==> src/rtl/leg_mem_pkg.sv <==
// Shared types and sizes for the LEGv8 data-RAM arbiter.
// No logic; no latency or backpressure of its own.
package leg_mem_pkg;

    localparam int LEG_ADDR_W = 12;
    localparam int LEG_DATA_W = 64;
    localparam int MEM_WORDS  = 4096;
    // Wide enough for the largest legal MAX_BURST (15).
    localparam int CNT_W      = 4;

    typedef enum logic [1:0] {
        NONE = 2'd0,
        CPU  = 2'd1,
        DBG  = 2'd2
    } owner_e;

endpackage

==> src/rtl/leg_rr_pick.sv <==
// Two-way round-robin grant with bounded bursts between CPU and debug ports.
// Purely combinational (0-cycle grant); a requester waits while not granted.
module leg_rr_pick
    import leg_mem_pkg::*;
#(
    parameter int MAX_BURST = 4
) (
    input  logic             c_req_i,
    input  logic             d_req_i,
    input  owner_e           owner_i,
    input  logic [CNT_W-1:0] cnt_i,
    input  owner_e           last_i,
    output logic             c_gnt_o,
    output logic             d_gnt_o
);

    localparam logic [CNT_W-1:0] BURST_LIM = CNT_W'(MAX_BURST);

    logic burst_left;

    assign burst_left = (cnt_i < BURST_LIM);

    always_comb begin
        c_gnt_o = 1'b0;
        d_gnt_o = 1'b0;
        unique case (owner_i)
            CPU: begin
                if (c_req_i && (burst_left || !d_req_i)) begin
                    c_gnt_o = 1'b1;
                end else if (d_req_i) begin
                    d_gnt_o = 1'b1;
                end
            end
            DBG: begin
                if (d_req_i && (burst_left || !c_req_i)) begin
                    d_gnt_o = 1'b1;
                end else if (c_req_i) begin
                    c_gnt_o = 1'b1;
                end
            end
            default: begin
                // Idle bus: a tie goes to whichever port was not served last.
                if (c_req_i && d_req_i) begin
                    if (last_i == CPU) begin
                        d_gnt_o = 1'b1;
                    end else begin
                        c_gnt_o = 1'b1;
                    end
                end else begin
                    c_gnt_o = c_req_i;
                    d_gnt_o = d_req_i;
                end
            end
        endcase
    end

endmodule

==> src/rtl/leg_ram_arbiter.sv <==
// Shares the single-port data RAM between the CPU load/store unit and the debug port.
// 0-cycle grant, 1-cycle read data; ungranted requesters hold, cpu_stall freezes the control FSM.
module leg_ram_arbiter
    import leg_mem_pkg::*;
#(
    parameter int ADDR_W    = LEG_ADDR_W,
    parameter int DATA_W    = LEG_DATA_W,
    parameter int MAX_BURST = 4
) (
    input  logic              clk,
    input  logic              rst_n,

    input  logic              c_req,
    input  logic              c_we,
    input  logic [ADDR_W-1:0] c_addr,
    input  logic [DATA_W-1:0] c_wdata,
    output logic              c_gnt,
    output logic              c_rvalid,
    output logic [DATA_W-1:0] c_rdata,

    input  logic              d_req,
    input  logic              d_we,
    input  logic [ADDR_W-1:0] d_addr,
    input  logic [DATA_W-1:0] d_wdata,
    output logic              d_gnt,
    output logic              d_rvalid,
    output logic [DATA_W-1:0] d_rdata,

    output logic              cpu_stall,

    output logic              ram_en,
    output logic              ram_we,
    output logic [ADDR_W-1:0] ram_addr,
    output logic [DATA_W-1:0] ram_wdata,
    input  logic [DATA_W-1:0] ram_rdata
);

    localparam logic [CNT_W-1:0] BURST_LIM = CNT_W'(MAX_BURST);

    owner_e           owner_q, owner_d;
    owner_e           last_q, last_d;
    owner_e           rd_tag_q, rd_tag_d;
    owner_e           gnt_port;
    logic [CNT_W-1:0] cnt_q, cnt_d;
    logic [DATA_W-1:0] c_hold_q, d_hold_q;

    logic c_gnt_raw, d_gnt_raw;
    logic any_gnt_raw;
    logic we_raw;

    leg_rr_pick #(
        .MAX_BURST (MAX_BURST)
    ) u_pick (
        .c_req_i (c_req),
        .d_req_i (d_req),
        .owner_i (owner_q),
        .cnt_i   (cnt_q),
        .last_i  (last_q),
        .c_gnt_o (c_gnt_raw),
        .d_gnt_o (d_gnt_raw)
    );

    assign any_gnt_raw = c_gnt_raw | d_gnt_raw;
    assign we_raw      = c_gnt_raw ? c_we : (d_gnt_raw ? d_we : 1'b0);

    // State register
    always_ff @(posedge clk or negedge rst_n) begin
        if (!rst_n) begin
            owner_q  <= NONE;
            cnt_q    <= '0;
            last_q   <= DBG;
            rd_tag_q <= NONE;
        end else begin
            owner_q  <= owner_d;
            cnt_q    <= cnt_d;
            last_q   <= last_d;
            rd_tag_q <= rd_tag_d;
        end
    end

    // Next-state
    always_comb begin
        gnt_port = NONE;
        owner_d  = NONE;
        cnt_d    = '0;
        last_d   = last_q;
        rd_tag_d = NONE;
        if (any_gnt_raw) begin
            if (c_gnt_raw) begin
                gnt_port = CPU;
            end else begin
                gnt_port = DBG;
            end
            owner_d = gnt_port;
            last_d  = gnt_port;
            // A burst that hits its limit uncontested starts a fresh count.
            if ((gnt_port == owner_q) && (cnt_q < BURST_LIM)) begin
                cnt_d = cnt_q + CNT_W'(1);
            end else begin
                cnt_d = CNT_W'(1);
            end
            if (!we_raw) begin
                rd_tag_d = gnt_port;
            end
        end
    end

    // Outputs: grants are forced low while reset is asserted.
    always_comb begin
        c_gnt     = c_gnt_raw & rst_n;
        d_gnt     = d_gnt_raw & rst_n;
        ram_en    = c_gnt | d_gnt;
        ram_we    = 1'b0;
        ram_addr  = '0;
        ram_wdata = '0;
        if (c_gnt) begin
            ram_we    = c_we;
            ram_addr  = c_addr;
            ram_wdata = c_wdata;
        end else if (d_gnt) begin
            ram_we    = d_we;
            ram_addr  = d_addr;
            ram_wdata = d_wdata;
        end
    end

    assign cpu_stall = c_req & ~c_gnt;

    // Each port keeps showing its last read word between responses.
    always_ff @(posedge clk or negedge rst_n) begin
        if (!rst_n) begin
            c_hold_q <= '0;
            d_hold_q <= '0;
        end else begin
            if (rd_tag_q == CPU) begin
                c_hold_q <= ram_rdata;
            end
            if (rd_tag_q == DBG) begin
                d_hold_q <= ram_rdata;
            end
        end
    end

    assign c_rvalid = (rd_tag_q == CPU);
    assign d_rvalid = (rd_tag_q == DBG);
    assign c_rdata  = c_rvalid ? ram_rdata : c_hold_q;
    assign d_rdata  = d_rvalid ? ram_rdata : d_hold_q;

endmodule

==> config.mk <==
export PLATFORM = sky130hd
export DESIGN_NAME = leg_ram_arbiter
export DESIGN_NICKNAME = d
export VERILOG_FILES = /design/src/rtl/leg_mem_pkg.sv /design/src/rtl/leg_rr_pick.sv /design/src/rtl/leg_ram_arbiter.sv
export SDC_FILE = /design/constraint.sdc
export NUM_CORES = 1
export LEC_CHECK = 0
export BUFFER_PORTS_ARGS = -buffer_cell sky130_fd_sc_hd__buf_2
export CAP_MARGIN = 0
export CORE_AREA = 2 2 169 171
export DETAILED_ROUTE_END_ITERATION = 6
export DIE_AREA = 0 0 171 173
export PLACE_DENSITY = 0.59
export SYNTH_ARGS = -nofsm -noshare
export SYNTH_HDL_FRONTEND = slang
export SYNTH_HIERARCHICAL = 1
export SYNTH_SLANG_ARGS = --single-unit
==> constraint.sdc <==
create_clock -name clk -period 3.7 [get_ports clk]
set_input_delay 1.11 -clock clk [delete_from_list [all_inputs] [get_ports clk]]
set_output_delay 1.11 -clock clk [all_outputs]
set_load 0.02 [all_outputs]
* Word-level counts from Yosys, hierarchy flattened
Index checks and enable logic that the tools add are counted.
** Cells by class
- Add/subtract/negate cells :: 1
- Magnitude comparators :: 1
- Eq/ne operators :: 6
- Mux-type cells :: 29
- Bitwise operators :: 6
- Reductions and logical operators :: 8
** Operator list (count)
- $mux 64 :: 4
- $mux 12 :: 2
- $mux 1 :: 14
- $mux 2 :: 5
- $mux 4 :: 2
- $eq 2x1->1 const B :: 3
- $add 4x1->4 const B :: 1
- $eq 2x2->1 const B :: 2
- $logic_and 1x1->1 :: 4
- $lt 4x3->1 const B :: 1
- $pmux 1 s2 :: 2
- $and 1x1->1 :: 3
- $eq 2x2->1 :: 1
- $logic_not 1->1 :: 2
- $logic_or 1x1->1 :: 2
- $or 1x1->1 :: 2
- $not 1->1 :: 1
** Word-level totals
- Flip-flop bits (word level) :: 138
- Input bits :: 222
- Output and inout bits :: 211
- Word-level logic and storage cells :: 57

* Depth between registers and ports, before layout
Gate-level depths: netlist of the first run.
- Word-level depth :: 11
- Depth in mapped cells :: 10

* Modules after synthesis
Netlist of the first run, hierarchy kept.
** By module, submodules not included
- leg_ram_arbiter :: instances 1, cells each 405, area an instance 5980.7 um^2, sequential area each 3454.6 um^2
- leg_rr_pick :: instances 1, cells each 16, area an instance 116.4 um^2, sequential area each 0.0 um^2

* Worst setup path before layout of the first run
No wires, ideal clock.
- Kind :: input port to output port
- Start point :: input c_req
- End point :: output ram_addr[0]
- Data arrival time :: 2.378 ns
- Required time :: 2.590 ns
- Setup slack :: 0.212 ns
- Stages on the path :: 7
- Path buffers :: 2
- Cell sequence :: a31oi_1 -> o211a_1 -> and2_1 -> and2b_1 -> buf_6 -> buf_6 -> a22o_1
** On the way
- Word-level cells in the longest chain between the ends :: 8
- Elaborated cells between the ends (all ways) :: 18
** Ends and longest elaborated chain
- from (decl) :: line leg_ram_arbiter.sv:13 : input logic c_req,
- $logic_not 1->1 :: line leg_rr_pick.sv:35 : if (d_req_i && (burst_left || !c_req_i)) begin
- $logic_or 1x1->1 :: line leg_rr_pick.sv:35
- $logic_and 1x1->1 :: line leg_rr_pick.sv:35
- $mux 1 :: line leg_rr_pick.sv:35
- $pmux 1 s2 (*) :: line leg_rr_pick.sv:26 : unique case (owner_i)
- via d_gnt_raw :: line leg_ram_arbiter.sv:47 : logic c_gnt_raw, d_gnt_raw;
- $and 1x1->1 (*) :: line leg_ram_arbiter.sv:111 : d_gnt = d_gnt_raw & rst_n;
- via d_gnt :: line leg_ram_arbiter.sv:25 : output logic d_gnt,
- $mux 12 (*) :: line leg_ram_arbiter.sv:120 : end else if (d_gnt) begin
- $mux 12 (*) :: line leg_ram_arbiter.sv:116 : if (c_gnt) begin
- to (decl) :: line leg_ram_arbiter.sv:33 : output logic [ADDR_W-1:0] ram_addr,
Mark *: on every way through the listed nets, which the timed path passes. The rest lies on a longest branch.

* Final worst setup path of the first run
- Start point :: register owner_q[0]
- End point :: output ram_wdata[57]
** On the way
- Word-level cells in the longest chain between the ends :: 5
- Elaborated cells between the ends (all ways) :: 8
** Ends and longest elaborated chain
- from (decl) :: line leg_ram_arbiter.sv:40 : owner_e owner_q, owner_d;
- from (signal assigned) :: line leg_ram_arbiter.sv:74 : owner_q <= owner_d;
- $eq 2x2->1 / $eq 2x1->1 (equally long branches) :: line leg_rr_pick.sv:26
- $pmux 1 s2 (*) :: line leg_rr_pick.sv:26
- via d_gnt_raw :: line leg_ram_arbiter.sv:47
- $and 1x1->1 (*) :: line leg_ram_arbiter.sv:111
- $mux 64 (*) :: line leg_ram_arbiter.sv:120
- $mux 64 (*) :: line leg_ram_arbiter.sv:116
- to (decl) :: line leg_ram_arbiter.sv:34 : output logic [DATA_W-1:0] ram_wdata,
Marked as above.

==> impl_metrics.py, run 1 <==
metrics = {
    "status": {
        "status": "finished with violations",
        "violations": "negative setup slack",
    },
    "grt": {
        "track_usage": 0.180,
        "grt_pass1_wl_um": 38900,
        "grt_overflow": 0,
        "grt_pass1_vias": 5892,
        "grt_max_degree": 126,
        "grt_antenna_before_repair": 3,
    },
    "setup_path": {
        "cp.arrival_ps": 2640,
        "startpoint_type": "flop",
        "required_ps": 2590,
        "critPathMaxFanout": 28,
        "endpoint_kind": "primary output",
        "crit_type": "reg2out",
    },
    "timing": {
        "hold_violations": 0,
        "slew_headroom": 0.494,
        "fmax_mhz": 267,
        "period_needed_ps": 3750,
        "setup_ws_ps": -50.3,
        "slew_violations": 0,
        "tightestPinTransition_ps": 758,
        "setup_viol": 48,
        "grt_setup_unrepaired": "true",
        "fin_crit_sh": 1.01,
        "finClkSkew_ps": 13.8,
    },
    "final_layout": {
        "fin_util": 0.364,
        "area.growth.synth_to_final_pct": 64.8,
        "final_common_cell": "buf_2",
        "drive_above_1_share": 0.719,
        "fin_nets": 1091,
        "stdcell_area_um2": 10000,
        "final_cell_mix": "buf_2, dfrtp_1, mux2_2",
    },
    "drt": {
        "vias_per_cell": 4.48,
        "met3_length_um": 2930,
        "wl_met1_um": 10500,
        "drc": 0,
        "vias": 5641,
        "totalWireLength_um": 27900,
        "highest_layer": "met5",
        "firstDrtPassIters": 5,
        "drt-initial-drc-count": 320,
        "ant_nets": 0,
        "dr_wl_met2_um": 13800,
        "routedWlPerCell_um": 22.2,
    },
    "yosys": {
        "yosysTopAreaCell": "dfrtp_1",
        "synthFlopType": "dfrtp_1",
        "synth_edf_count": 0,
        "ys_top_cells_by_area": "dfrtp_1, mux2_2, a22o_1, buf_2, buf_6",
        "syn-num-nets": 646,
        "ys_types": 31,
        "syn-cell-area_um2": 6100,
        "async_flop_share": 1.00,
        "seq_area_frac_synth": 0.567,
        "synth_seq_cells": 138,
        "yosysWarningCount": 6,
        "synthCells": 421,
        "syn_area_per_cell_um2": 14.5,
        "synth.top_cell.area_share": 0.562,
    },
    "floorplan": {
        "die_w_um": 171,
        "pin_count": 433,
        "die_y_um": 173,
        "design.die.area_um2": 29600,
        "core-area_um2": 27600,
        "placementRows": 61,
        "initial_core_util": 0.221,
    },
    "clock_tree": {
        "cts_buffers": 17,
        "cts_tree": "yes",
        "numClockSinks": 138,
        "clkLatencyLatePin_ps": 410,
        "cts_root_buffer": "clkbuf_16",
        "clkTransAtPathRegs_ps": 60,
        "ctsHoldBuffers": 0,
        "htreeDepth": 4,
        "cts_buffer_depth": 2,
    },
    "job": {
        "maxCapViolations": 0,
    },
    "power": {
        "ir_drop_mv": 0.515,
        "leakage_nw": 4.97,
        "power_density_nw_per_um2": 960,
    },
    "min_path": {
        "hp-class": "reg2reg",
    },
    "place": {
        "placed_cell_area_um2": 8690,
        "gp_congestion": 0.925,
        "dp.final_hpwl_um": 21600,
        "port_buffers": 432,
    },
}
[layout make-up]
class	instances	area (um^2)
Fill cell	2818	17600
Sequential cell	138	3450
Timing Repair Buffer	459	2970
Multi-Input combinational cell	246	2480
Tap cell	378	473
Clock buffer	17	425
Clock inverter	15	221
Inverter	4	15.0
Antenna cell	2	5.00
[through the flow]
| step | cells | hold slack, ps | power, W | worst slack (ps) | setup TNS, ps |
|---|---|---|---|---|---|
| floorplan | 421 | 466 | 0.00567 | 212 | 0 |
| finish | 1259 | 490 | 0.00965 | -50.3 | -1020 |
| global placement | 1211 | 475 | 0.00731 | -10.8 | -10.8 |
| global route | 1259 | 504 | 0.0102 | -127 | -6490 |
| CTS | 1254 | 494 | 0.00971 | -95.4 | -2530 |
| detailed placement | 1211 | 479 | 0.00737 | -48.4 | -48.4 |
[per-layer routing]
metal	vias to the layer above	global-route usage
met5	-	0
met4	2	0.0632
met3	35	0.0716
met2	335	0.304
met1	2800	0.206
li1	2469	-
[cell usage after synthesis (all sizes together), types with 2 or more instances]
master / n
a22o: 74
nand2b: 2
mux2: 128
buf: 31
a31oi: 2
o21a: 3
or3b: 2
nor2b: 7
nor2: 4
o21ai: 2
and2: 4
a22oi: 2
o211a: 2
ha: 3
inv: 4
clkbuf: 2
dfrtp: 137
[flip-flops by register name (all words and copies together) (netlist names)]
signal and flops:
c_hold_q 64, d_hold_q 64, cnt_q 4, last_q 2, owner_q 2, rd_tag_q 2
[worst paths after layout]
kind | depth (start not counted) | slack [ps] | to | start
min in group asynchronous | 2 | 710 | d_hold_q[10] | rst_n
worst max register to register | 10 | 1580 | cnt_q[1] | owner_q[0]
worst min-delay path | 1 | 490 | d_hold_q[7] | d_hold_q[7]
worst min register to register | 1 | 490 | d_hold_q[7] | d_hold_q[7]
worst max-delay path | 10 | -50 | ram_wdata[57] | owner_q[0]
max in group asynchronous | 3 | 2000 | d_hold_q[21] | rst_n
[timing repair]
action                     in CTS  in global routing
pin swaps                       6                  7
hold endpoints to repair        0                  0
setup endpoints to repair      74                 77
gates cloned                    3                  2
setup buffers                   8                  4
gates resized for setup       142                 19
[kinds of logic (layout without fill, tap and decap cells)]
group | Yosys count | count (layout) | synth area share
DFF | 138 | 138 | 0.567
other | 1 | 3 | 0.000615
and+or+nand+nor | 26 | 26 | 0.0273
AOI/OAI and AO/OA | 87 | 87 | 0.122
buffers and inverters | 37 | 495 | 0.0394
muxes | 129 | 129 | 0.238
adders and majority gates | 3 | 3 | 0.00616
[critical path, cell delays in order, from the launching register on]
cell and delay (ps):
dfrtp_1 410, inv_1 70, ha_2 170, or3b_1 340
a31oi_1 150, o211a_1 190, and2_4 140, and2b_4 240
buf_12 200, a22o_1 190, buf_6 130
[power by group]
part | internal [W] | switching, W | total, W | leakage [nW]
sequential | 0.00226 | 0.000189 | 0.00245 | 1.63
clock | 0.00111 | 0.000760 | 0.00187 | 0.314
combinational | 0.00226 | 0.00307 | 0.00533 | 3.02
total | 0.00563 | 0.00402 | 0.00965 | 4.97
Power figures use the tool's default switching activity.
==> run 2: changes to the inputs <==
==> constraint.sdc (replaced) <==
create_clock -name clk -period 4.4 [get_ports clk]
set_input_delay 1.32 -clock clk [delete_from_list [all_inputs] [get_ports clk]]
set_output_delay 1.32 -clock clk [all_outputs]
set_load 0.02 [all_outputs]
==> impl_metrics.py, run 2 (synthesis gave the netlist of run 1 again) <==
metrics = {
    "floorplan": {
        "core-area_um2": 27600,
        "die_w_um": 171,
        "initial_core_util": 0.221,
        "placementRows": 61,
        "die_y_um": 173,
        "pin_count": 433,
        "design.die.area_um2": 29600,
    },
    "timing": {
        "setup_viol": 0,
        "finClkSkew_ps": 10.5,
        "slew_violations": 0,
        "fin_crit_sh": 0.966,
        "slew_headroom": 0.392,
        "fmax_mhz": 235,
        "period_needed_ps": 4250,
        "tightestPinTransition_ps": 913,
        "fin_setup_tns_ps": 0,
        "setup_ws_ps": 151,
        "grt_setup_unrepaired": "false",
        "hold_violations": 0,
    },
    "power": {
        "ir_drop_mv": 0.419,
        "leakage_nw": 4.73,
        "power_density_nw_per_um2": 819,
    },
    "setup_path": {
        "critPathMaxFanout": 35,
        "cp_slowest_cell": "dfrtp_1",
        "crit_chain": "inv_1 > ha_1 > or3b_1 > a31oi_1 > o211a_1 > and2_1 > and2b_4 > buf_12 > a22o_1 > buf_2",
        "critPathCapture": "ram_wdata[12]",
        "worstRegToRegCells": 9,
        "required_ps": 3080,
        "cp_num_cells": 10,
        "crit_start": "owner_q[0]",
        "cp_top_family": "simple AND/OR/NAND/NOR gates",
        "cp_num_buf_inv": 3,
        "reg2reg_to": "cnt_q[2]",
        "ff2ff_setup_slack_ps": 2300,
        "cp_slowest_stage_delay_ps": 420,
        "rr_startpoint": "owner_q[0]",
        "endpoint_kind": "primary output",
        "startpoint_type": "flop",
        "crit_type": "reg2out",
        "cp.arrival_ps": 2930,
    },
    "clock_tree": {
        "htreeDepth": 4,
        "cts_root_buffer": "clkbuf_16",
        "cts_buffers": 17,
        "clkTransAtPathRegs_ps": 70,
        "numClockSinks": 138,
        "cts_tree": "yes",
        "ctsHoldBuffers": 0,
        "clkLatencyLatePin_ps": 410,
        "cts_buffer_depth": 2,
    },
    "final_layout": {
        "final_common_cell": "buf_2",
        "fin_nets": 1075,
        "fin_util": 0.337,
        "final_cell_mix": "buf_2, dfrtp_1, mux2_2",
        "stdcell_area_um2": 9300,
        "area.growth.synth_to_final_pct": 52.5,
        "drive_above_1_share": 0.706,
        "reg_top3": "c_hold_q x64, d_hold_q x64, cnt_q x4",
    },
    "min_path": {
        "hp-class": "reg2reg",
    },
    "grt": {
        "grt_max_degree": 142,
        "grt_antenna_before_repair": 4,
        "grt_overflow": 0,
        "grt_pass1_vias": 5743,
        "grt_pass1_wl_um": 38000,
        "track_usage": 0.177,
    },
    "place": {
        "dp_slack_ps": 102,
        "port_buffers": 432,
        "gp_congestion": 0.923,
        "placed_cell_area_um2": 8690,
        "dp.final_hpwl_um": 21800,
    },
    "drt": {
        "vias_per_cell": 4.39,
        "totalWireLength_um": 27100,
        "ant_nets": 0,
        "firstDrtPassIters": 4,
        "drc": 0,
        "drt-initial-drc-count": 309,
        "vias": 5458,
        "routedWlPerCell_um": 21.8,
    },
    "status": {
        "status": "finished clean",
    },
    "job": {
        "maxCapViolations": 0,
    },
}
==> run 2: cell types whose count changed in the layout (fill, tap and decap cells not counted), sizes merged <==
cell and change:
buf -14, bufinv -2, clkinvlp +1, diode +1, inv -1
==> run 2: where the power goes <==
part | leakage [nW] | total [W] | internal (W) | switching [W]
Clock | 0.290 | 0.00145 | 0.000836 | 0.000619
Combinational | 2.81 | 0.00410 | 0.00160 | 0.00251
Sequential | 1.63 | 0.00206 | 0.00190 | 0.000158
Total | 4.73 | 0.00762 | 0.00433 | 0.00328
==> run 2: cell type report <==
type,instances,area [um^2]
Inverter,4,15.0
Sequential cell,138,3450
Antenna cell,3,7.51
Fill cell,2870,18300
Tap cell,378,473
Timing Repair Buffer,443,2330
Clock inverter,13,148
Clock buffer,19,453
Multi-Input combinational cell,246,2420
==> run 2: worst reg2reg max path, delay by kind of cell, from the launching register on <==
family	cells	cell delay, ps
adder cells (fa/ha/maj)	1	160
AO/OA/AOI/OAI	3	520
AND/OR/NAND/NOR	3	710
buffers and inverters	2	230
flip-flops	1	420
==> run 2: timing repair <==
action / in CTS / in global routing
setup buffers: 0 / 0
hold endpoints to repair: 0 / 0
setup endpoints to repair: 0 / 6
resized for setup: 0 / 3
==> run 2: worst min-delay path by stage <==
| stage | from | to | slack, ps | cells after the start |
|---|---|---|---|---|
| 2_1_floorplan | last_q[1] | last_q[1] | 470 | 2 |
| 6_report | c_hold_q[44] | c_hold_q[44] | 490 | 1 |
| 3_5_place_dp | c_hold_q[28] | c_hold_q[28] | 480 | 1 |
| 4_1_cts | c_hold_q[28] | c_hold_q[28] | 490 | 1 |
| 5_1_grt | c_hold_q[28] | c_hold_q[28] | 500 | 1 |
| 3_3_place_gp | c_hold_q[36] | c_hold_q[36] | 470 | 1 |
==> run 2: stage by stage <==
stage / instances / total power [W] / hold WS [ps]
after floorplan: 421 / 0.00477 / 466
after global placement: 1209 / 0.00618 / 475
after detailed placement: 1209 / 0.00622 / 479
after CTS: 1241 / 0.00772 / 494
after global routing: 1241 / 0.00804 / 502
final: 1244 / 0.00762 / 491
==> run 2: layer usage <==
layer / share of wire / vias to the layer above / GRT usage
li1: - / 2429 / -
met1: 0.40 / 2713 / 0.205
met2: 0.48 / 286 / 0.302
met3: 0.091 / 26 / 0.0593
met4: 0.028 / 4 / 0.0618
met5: 0.00081 / - / 0
